## src/rtl/fifo_flush_pkg.sv

```systemverilog
// Shared state encoding, default parameters and width helpers for the burst-read flush FIFO.
package fifo_flush_pkg;
  typedef enum logic {ST_IDLE = 1'b0, ST_DRAIN = 1'b1} state_t;

  localparam int DEF_DATA_W = 4;
  localparam int DEF_DEPTH  = 32;
  localparam int DEF_BURST  = 8;
  localparam logic [DEF_DATA_W-1:0] DEF_PAD = 4'hC;

  function automatic int ptr_w(input int depth);
    return $clog2(depth) + 1;
  endfunction

  function automatic int lvl_w(input int depth);
    return $clog2(depth + 1);
  endfunction

  function automatic int cnt_w(input int burst);
    return $clog2(burst + 1);
  endfunction
endpackage

```

## src/rtl/fifo_flush_lane_mux.sv

```systemverilog
// Gathers up to BURST entries starting at the read address, wrapping through storage;
// lanes at or beyond the live level are forced to PAD so stale storage never leaks out.
module fifo_flush_lane_mux
  import fifo_flush_pkg::*;
#(
  parameter int DATA_W = DEF_DATA_W,
  parameter int DEPTH  = DEF_DEPTH,
  parameter int BURST  = DEF_BURST,
  parameter logic [DATA_W-1:0] PAD = DATA_W'(DEF_PAD),
  localparam int AW    = $clog2(DEPTH),
  localparam int LVL_W = lvl_w(DEPTH),
  localparam int CNT_W = cnt_w(BURST)
) (
  input  logic [DEPTH-1:0][DATA_W-1:0] i_mem,
  input  logic [AW-1:0]                i_rd_addr,
  input  logic [LVL_W-1:0]             i_level,
  output logic [BURST-1:0][DATA_W-1:0] o_lanes,
  output logic [CNT_W-1:0]             o_count
);
  for (genvar g = 0; g < BURST; g++) begin : g_lane
    logic [AW-1:0] w_addr;
    assign w_addr     = i_rd_addr + AW'(g);
    assign o_lanes[g] = (LVL_W'(g) < i_level) ? i_mem[w_addr] : PAD;
  end

  assign o_count = (i_level > LVL_W'(BURST)) ? CNT_W'(BURST) : CNT_W'(i_level);
endmodule

```

## src/rtl/fifo_flush_burst.sv

```systemverilog
// Narrow-in / burst-out FIFO with pop, flush and drain commands, one registered output slot
// under valid/ready backpressure, and sticky overflow/underflow flags.
module fifo_flush_burst
  import fifo_flush_pkg::*;
#(
  parameter int DATA_W = DEF_DATA_W,
  parameter int DEPTH  = DEF_DEPTH,
  parameter int BURST  = DEF_BURST,
  parameter logic [DATA_W-1:0] PAD = DATA_W'(DEF_PAD),
  localparam int AW    = $clog2(DEPTH),
  localparam int PTR_W = ptr_w(DEPTH),
  localparam int LVL_W = lvl_w(DEPTH),
  localparam int CNT_W = cnt_w(BURST)
) (
  input  logic                      clk,
  input  logic                      rst_n,
  input  logic                      wr_valid_i,
  input  logic [DATA_W-1:0]         wr_data_i,
  output logic                      wr_ready_o,
  input  logic                      pop_i,
  input  logic                      flush_i,
  input  logic                      drain_i,
  output logic                      rd_valid_o,
  input  logic                      rd_ready_i,
  output logic [DATA_W*BURST-1:0]   rd_data_o,
  output logic [CNT_W-1:0]          rd_count_o,
  output logic [LVL_W-1:0]          level_o,
  output logic                      empty_o,
  output logic                      full_o,
  output logic                      drain_done_o,
  output logic                      overflow_o,
  output logic                      underflow_o,
  input  logic                      clear_err_i
);
  logic [DEPTH-1:0][DATA_W-1:0] r_mem;
  logic [PTR_W-1:0]             r_wr_ptr, r_rd_ptr;
  logic [BURST-1:0][DATA_W-1:0] r_data;
  logic [CNT_W-1:0]             r_cnt;
  logic                         r_vld, r_done, r_ovf, r_udf;
  state_t                       r_state;

  logic [LVL_W-1:0]             w_level;
  logic                         w_empty, w_full, w_wr_acc, w_slot_free;
  logic                         w_idle_cmd, w_do_burst, w_do_pop, w_pop_ok, w_pop_udf;
  logic [BURST-1:0][DATA_W-1:0] w_lanes, w_pop_word;
  logic [CNT_W-1:0]             w_cnt;
  logic [PTR_W-1:0]             w_taken;

  assign w_level  = LVL_W'(r_wr_ptr - r_rd_ptr);
  assign w_empty  = (r_wr_ptr == r_rd_ptr);
  assign w_full   = (r_wr_ptr[PTR_W-1] != r_rd_ptr[PTR_W-1]) &&
                    (r_wr_ptr[AW-1:0] == r_rd_ptr[AW-1:0]);
  assign w_wr_acc = wr_valid_i && !w_full;

  // Drain owns the slot while active; a drain request in IDLE masks flush/pop that cycle.
  assign w_slot_free = !r_vld || rd_ready_i;
  assign w_idle_cmd  = w_slot_free && (r_state == ST_IDLE) && !drain_i;
  assign w_do_burst  = (w_slot_free && (r_state == ST_DRAIN)) || (w_idle_cmd && flush_i);
  assign w_do_pop    = w_idle_cmd && !flush_i && pop_i;
  assign w_pop_ok    = w_do_pop && !w_empty;
  assign w_pop_udf   = w_do_pop && w_empty;

  fifo_flush_lane_mux #(
    .DATA_W(DATA_W), .DEPTH(DEPTH), .BURST(BURST), .PAD(PAD)
  ) u_mux (
    .i_mem     (r_mem),
    .i_rd_addr (r_rd_ptr[AW-1:0]),
    .i_level   (w_level),
    .o_lanes   (w_lanes),
    .o_count   (w_cnt)
  );

  always_comb begin
    w_pop_word    = {BURST{PAD}};
    w_pop_word[0] = w_lanes[0];
  end

  assign w_taken = w_do_burst ? PTR_W'(w_cnt) : (w_pop_ok ? PTR_W'(1) : '0);

  always_ff @(posedge clk) begin
    if (w_wr_acc) r_mem[r_wr_ptr[AW-1:0]] <= wr_data_i;
  end

  always_ff @(posedge clk or negedge rst_n) begin
    if (!rst_n) begin
      r_wr_ptr <= '0;
      r_rd_ptr <= '0;
      r_data   <= '0;
      r_cnt    <= '0;
      r_vld    <= 1'b0;
      r_done   <= 1'b0;
      r_ovf    <= 1'b0;
      r_udf    <= 1'b0;
      r_state  <= ST_IDLE;
    end else begin
      r_done <= 1'b0;
      if (w_wr_acc) r_wr_ptr <= r_wr_ptr + PTR_W'(1);
      r_rd_ptr <= r_rd_ptr + w_taken;

      if (w_do_burst) begin
        r_vld  <= 1'b1;
        r_data <= w_lanes;
        r_cnt  <= w_cnt;
      end else if (w_pop_ok) begin
        r_vld  <= 1'b1;
        r_data <= w_pop_word;
        r_cnt  <= CNT_W'(1);
      end else if (rd_ready_i) begin
        r_vld  <= 1'b0;
      end

      case (r_state)
        ST_IDLE:  if (drain_i) r_state <= ST_DRAIN;
        ST_DRAIN: if (w_slot_free && (w_level <= LVL_W'(BURST))) begin
          r_done  <= 1'b1;
          r_state <= ST_IDLE;
        end
        default:  r_state <= ST_IDLE;
      endcase

      // Set wins over clear in the same cycle.
      r_ovf <= (wr_valid_i && w_full) || (r_ovf && !clear_err_i);
      r_udf <= w_pop_udf || (r_udf && !clear_err_i);
    end
  end

  assign wr_ready_o   = !w_full;
  assign full_o       = w_full;
  assign empty_o      = w_empty;
  assign level_o      = w_level;
  assign rd_valid_o   = r_vld;
  assign rd_data_o    = r_data;
  assign rd_count_o   = r_cnt;
  assign drain_done_o = r_done;
  assign overflow_o   = r_ovf;
  assign underflow_o  = r_udf;
endmodule

```

## config.mk

```make
export PLATFORM = sky130hd
export DESIGN_NAME = fifo_flush_burst
export DESIGN_NICKNAME = d
export VERILOG_FILES = /design/src/rtl/fifo_flush_pkg.sv /design/src/rtl/fifo_flush_lane_mux.sv /design/src/rtl/fifo_flush_burst.sv
export SDC_FILE = /design/constraint.sdc
export NUM_CORES = 1
export LEC_CHECK = 0
export ABC_AREA = 1
export BUFFER_PORTS_ARGS = -buffer_cell sky130_fd_sc_hd__buf_2
export CAP_MARGIN = 20
export CELL_PAD_IN_SITES_DETAIL_PLACEMENT = 1
export CELL_PAD_IN_SITES_GLOBAL_PLACEMENT = 2
export CORE_MARGIN = 5
export CORE_UTILIZATION = 39
export CTS_CLUSTER_SIZE = 24
export DETAILED_ROUTE_END_ITERATION = 16
export GPL_TIMING_DRIVEN = 0
export PLACE_DENSITY = 0.92
export SLEW_MARGIN = 20
export SYNTH_ARGS = -nofsm -noshare
export SYNTH_HDL_FRONTEND = slang
export SYNTH_SLANG_ARGS = --single-unit
```

## constraint.sdc

```tcl
create_clock -name clk -period 8.15 [get_ports clk]
set_clock_uncertainty 0.15 [all_clocks]
set_input_delay 1.63 -clock clk [delete_from_list [all_inputs] [get_ports clk]]
set_output_delay 1.63 -clock clk [all_outputs]
set_load 0.02 [all_outputs]
```

# Word-level counts from Yosys, hierarchy flattened
# Cells that the tools add are included.
# W data, S select, Z words.
[totals]
regBits = 181
out_inout_bits = 49
input_bits = 12
[classes]
order_cmp = 20
eq_ne = 3
muxes = 42
bitwise = 1
reduce_logical = 27
add_sub_neg = 10
[op_table]
columns = ["operator", "n"]
rows = [
  ["$bmux W4 S5", 8],
  ["$bwmux W128", 1],
  ["$mux W4", 21],
  ["$mux W32", 2],
  ["$lt A5 B6 Y1 const B", 9],
  ["$lt A3 B6 Y1 const A", 4],
  ["$add A5 B3 Y5 const B", 4],
  ["$demux W4 S5", 1],
  ["$logic_and A1 B1 Y1", 15],
  ["$lt A1 B6 Y1 const A", 2],
  ["$lt A2 B6 Y1 const A", 2],
  ["$add A5 B2 Y5 const B", 2],
  ["$mux W1", 8],
  ["$add A6 B1 Y6 const B", 1],
  ["$add A6 B4 Y6", 1],
  ["$eq A6 B6 Y1", 1],
  ["$gt A6 B4 Y1 const B", 1],
  ["$le A6 B4 Y1 const B", 1],
  ["$logic_not A1 Y1", 6],
  ["$sub A6 B6 Y6", 1],
  ["$add A5 B1 Y5 const B", 1],
  ["$eq A5 B5 Y1", 1],
  ["$ge A5 B1 Y1 const B", 1],
  ["$logic_or A1 B1 Y1", 4],
  ["other kinds (5)", 5],
]

# Longest topological paths before layout
[logic_depth]
ltp_word = 10
depth_mapped = 21
mapped_depth_nobuf = 19

# Modules after synthesis
# From an unflattened synthesis, not the netlist that was laid out.
[unflattened]
cells_unflattened = 1800
area_unflattened_um2 = 12872.3
[by_module_without_submodules]
columns = ["mod", "cells_per_inst", "instances", "area_per_inst_um2"]
rows = [
  ["fifo_flush_burst", 522, 1, 6810.3],
  ["fifo_flush_lane_mux", 1278, 1, 6062.1],
]

# Least setup slack after synthesis
# Ideal clock, no wire load.
[synth_path]
kind = "register to output"
from = "register r_rd_ptr[2]"
to = "output level_o[5]"
stages_incl_launch_ff = 13
arrival_ns = 2.041
path_slack_ns = 4.329
required_ns = 6.370
n_path_buf = 3
cell_sequence = "dfrtp_1 -> buf_4 -> inv_4 -> clkbuf_1 -> ha_1 -> nand2_1 -> nand2_1 -> nand2_1 -> nand3_1 -> nand2_1 -> nand2_1 -> buf_4 -> inv_1"
[synth_between]
elab_chain_len = 1
[synth_rtl]
columns = ["item", "line", "source"]
rows = [
  ["from (decl)", "fifo_flush_burst.sv:36", "logic [PTR_W-1:0] r_wr_ptr, r_rd_ptr;"],
  ["from (signal assigned)", "fifo_flush_burst.sv:98", "r_rd_ptr <= r_rd_ptr + w_taken;"],
  ["$sub A6 B6 Y6", "fifo_flush_burst.sv:49", "assign w_level = LVL_W'(r_wr_ptr - r_rd_ptr);"],
  ["to (decl)", "fifo_flush_burst.sv:27", "output logic [LVL_W-1:0] level_o,"],
]
# Every way passes these cells.

# Worst setup path in the final report
[layout_path]
from = "register r_rd_ptr[2]"
to = "register r_rd_ptr[5]"
[layout_between]
elab_cells_between_ends = 9
cone_classes = "add/sub (2); order compare (1); eq/ne (1); mux (3); reduce/logical (2)"
[layout_rtl]
columns = ["item", "line", "source"]
rows = [
  ["$sub A6 B6 Y6 *", "fifo_flush_burst.sv:49", ""],
  ["$gt A6 B4 Y1", "fifo_flush_lane_mux.sv:26", "assign o_count = (i_level > LVL_W'(BURST)) ? CNT_W'(BURST) : CNT_W'(i_level);"],
  ["$mux W4 *", "fifo_flush_lane_mux.sv:26", ""],
  ["$mux W4 *", "fifo_flush_burst.sv:78", "assign w_taken = w_do_burst ? PTR_W'(w_cnt) : (w_pop_ok ? PTR_W'(1) : '0);"],
  ["named net w_taken[2]", "fifo_flush_burst.sv:47", "logic [PTR_W-1:0] w_taken;"],
  ["$add A6 B4 Y6 *", "fifo_flush_burst.sv:98", ""],
]
# The timed path passes the listed nets; every way through them passes the cells marked *.
# A chain may end at the register's enable or synchronous reset.

==> metrics.cfg <==
[cts]
clock_path_buffers = 2
htree_levels = 4
ctsResizeCount = 0
cts_tree = built
post_cts_buffers = 0
path_clk_slew_ps = 80
cts_buffers = 17
clk_latency_ps = 450
clock_sinks = 181
postCtsHoldBufs = 0
clockRootBuffer = clkbuf_16

[placed_design]
post-dp-hpwl_mm = 48.0
port_buffers = 60
gp_congestion = 0.973

[finish]
final_common_cell = nand3_1
layout_common_cells = 700 x nand3_1, 445 x nand2_1, 128 x edfxtp_1
area_delta_synth_final_pct = 11.3
nNetsFinal = 1793
drive_gt1_share_pct = 9.72
n_antenna_cell = 0
nFillCells = 3925

[global_routing]
antenna_found_initial = 0
grt_use_total_pct = 32.2
grt_pass1_vias = 13255
grt_max_degree = 54
grt_pass1_wl_mm = 83.9
overflow = 0

[route]
firstDrtPassIters = 5
drtAntennaViolNets = 0
highest_layer = met4
met1_length_mm = 24.0
route.detailed.drc = 0
vias_per_cell = 6.21
dr.first_iter.drc_count = 1704
drt-wirelength-per-cell_um = 27.0
num_vias = 13455
wl_met3_mm = 4.45
dr_wl_met2_mm = 27.6
routed_wirelength_mm = 58.5

[timing]
relSlewSlack_pct = 27.7
rsz0062_at_grt = false
tns_ps = 0
finalCritPeriodShare_pct = 62.7
tightest_slew_ps = 1080
setup-violations-final = 0
finalHoldViolations = 0
slew_violations = 0
period_needed_ps = 5110
timing.fmax_mhz = 196

[min_path]
hold-path-cell-count = 2
hold_end = rd_data_o[12]
min_path_type = flip-flop to flip-flop
min-delay-start = rd_data_o[12]

[setup_path]
worstReg2RegEnd = r_rd_ptr[5]
required_ps = 8290
worst_setup_path_end_kind = flip-flop
critical_path.reg2reg.startpoint = r_rd_ptr[2]
reg2reg_depth = 20
crit_type = flip-flop to flip-flop
cp_data_arrival_time_ps = 5250
critPathMaxFanout = 14
r2r_slack_ps = 3040
crit_path_start_kind = flip-flop

[synth]
synth.avg_cell_area_um2 = 7.29
synth-seq-cells = 181
yosysUniqueCellTypes = 28
synth_area_mm2 = 0.0122
ys_warn_count = 0
synth_seq_area_share_pct = 42.2
syn-num-nets = 1714
synthCells = 1678

[floorplanning]
dieArea_mm2 = 0.0350
fp.dieH_um = 187
core_mm2 = 0.0308
std_cell_rows = 64
die_w_um = 187
start_util_pct = 39.7
ios = 61

[flow_run]
drv_cap = 0

[run_status]
status = complete, no violations

[cell usage after synthesis (all sizes together)]
| cell type | count | share of area, % |
|---|---|---|
| dfrtp | 53 | 11 |
| nand2 | 448 | 14 |
| a31oi | 1 | 0.051 |
| xor2 | 16 | 1.4 |
| ha | 22 | 2.2 |
| nor3 | 5 | 0.20 |
| nand3 | 700 | 29 |
| a21oi | 20 | 0.82 |
| edfxtp | 128 | 31 |
| clkbuf | 13 | 0.40 |
| inv | 70 | 2.2 |
| nand4 | 8 | 0.41 |
| o21ai | 9 | 0.37 |
| xnor2 | 1 | 0.072 |
| buf | 83 | 3.7 |
| fa | 2 | 0.33 |
| o22ai | 2 | 0.10 |
| o31ai | 2 | 0.12 |
| nor2 | 95 | 3.0 |
[routing by layer]
metal	up-vias	track usage (%)
met5	-	0
met4	0	11.8
met3	107	4.40
met2	594	53.4
met1	6789	43.2
li1	5965	-
[critical path, cell delays in order (launching register included)]
cell and delay [ps]:
dfrtp_1 440, buf_4 200, inv_4 110, clkbuf_1 670, ha_1 440, nand2_1 90
nand2_1 70, inv_1 70, nand2_1 50, nand2_1 50, nand2_1 120, inv_1 170
nand3_1 180, nor3_1 360, ha_1 360, a21oi_1 180, inv_1 70, a31oi_1 230
nor2_1 60, o21ai_0 690, xor2_1 150
[cell families (layout without fill, tap and decap cells)]
kind of cell | Yosys count | after routing | share of synthesized area, %
AO/OA/AOI/OAI | 34 | 34 | 1.46
adder cells (fa/ha/maj) | 24 | 24 | 2.58
XOR/XNOR | 17 | 17 | 1.46
flip-flops | 181 | 181 | 42.2
buffers and inverters | 166 | 258 | 6.24
AND/OR/NAND/NOR | 1256 | 1256 | 46.0
[per-stage QoR]
stage	hold WS (ps)	setup WS [ps]	utilization, %	instance area, um^2	std cells
final	328	3040	44.2	13600	2166
after global routing	346	2760	44.2	13600	2166
after CTS	331	3180	44.2	13600	2166
after detailed placement	311	2820	42.3	13000	2134
after global placement	310	2840	42.3	13000	2134
after floorplan	313	4330	-	12200	1678
[layout make-up]
class | count | area, um^2 | share of cell area [%]
buffer | 96 | 498 | 3.66
inverter | 70 | 265 | 1.95
sequential | 181 | 5170 | 38.0
timing repair buffer | 60 | 303 | 2.22
clock buffer | 19 | 433 | 3.18
multi-input combinational | 1331 | 6310 | 46.3
tap | 396 | 495 | 3.64
clock inverter | 13 | 143 | 1.05
[state kept, by name, indices dropped and copies added, names as in the netlist]
signal,count
underflow_o,1
rd_count_o,4
drain_done_o,1
rd_data_o,32
r_rd_ptr,6
overflow_o,1
r_mem,128
r_state,1
r_wr_ptr,6
rd_valid_o,1
[worst max-delay path by stage]
stage,to,from,slack [ps]
2_1_floorplan,level_o[5],r_rd_ptr[2],4330
3_3_place_gp,r_rd_ptr[5],rd_ready_i,2840
3_5_place_dp,r_rd_ptr[5],drain_i,2820
4_1_cts,r_rd_ptr[5],r_rd_ptr[2],3180
5_1_grt,r_rd_ptr[5],r_rd_ptr[2],2760
6_report,r_rd_ptr[5],r_rd_ptr[2],3040
Power is not shown: default switching activity piles up to over one toggle a cycle in this logic, so the estimate is an artifact.
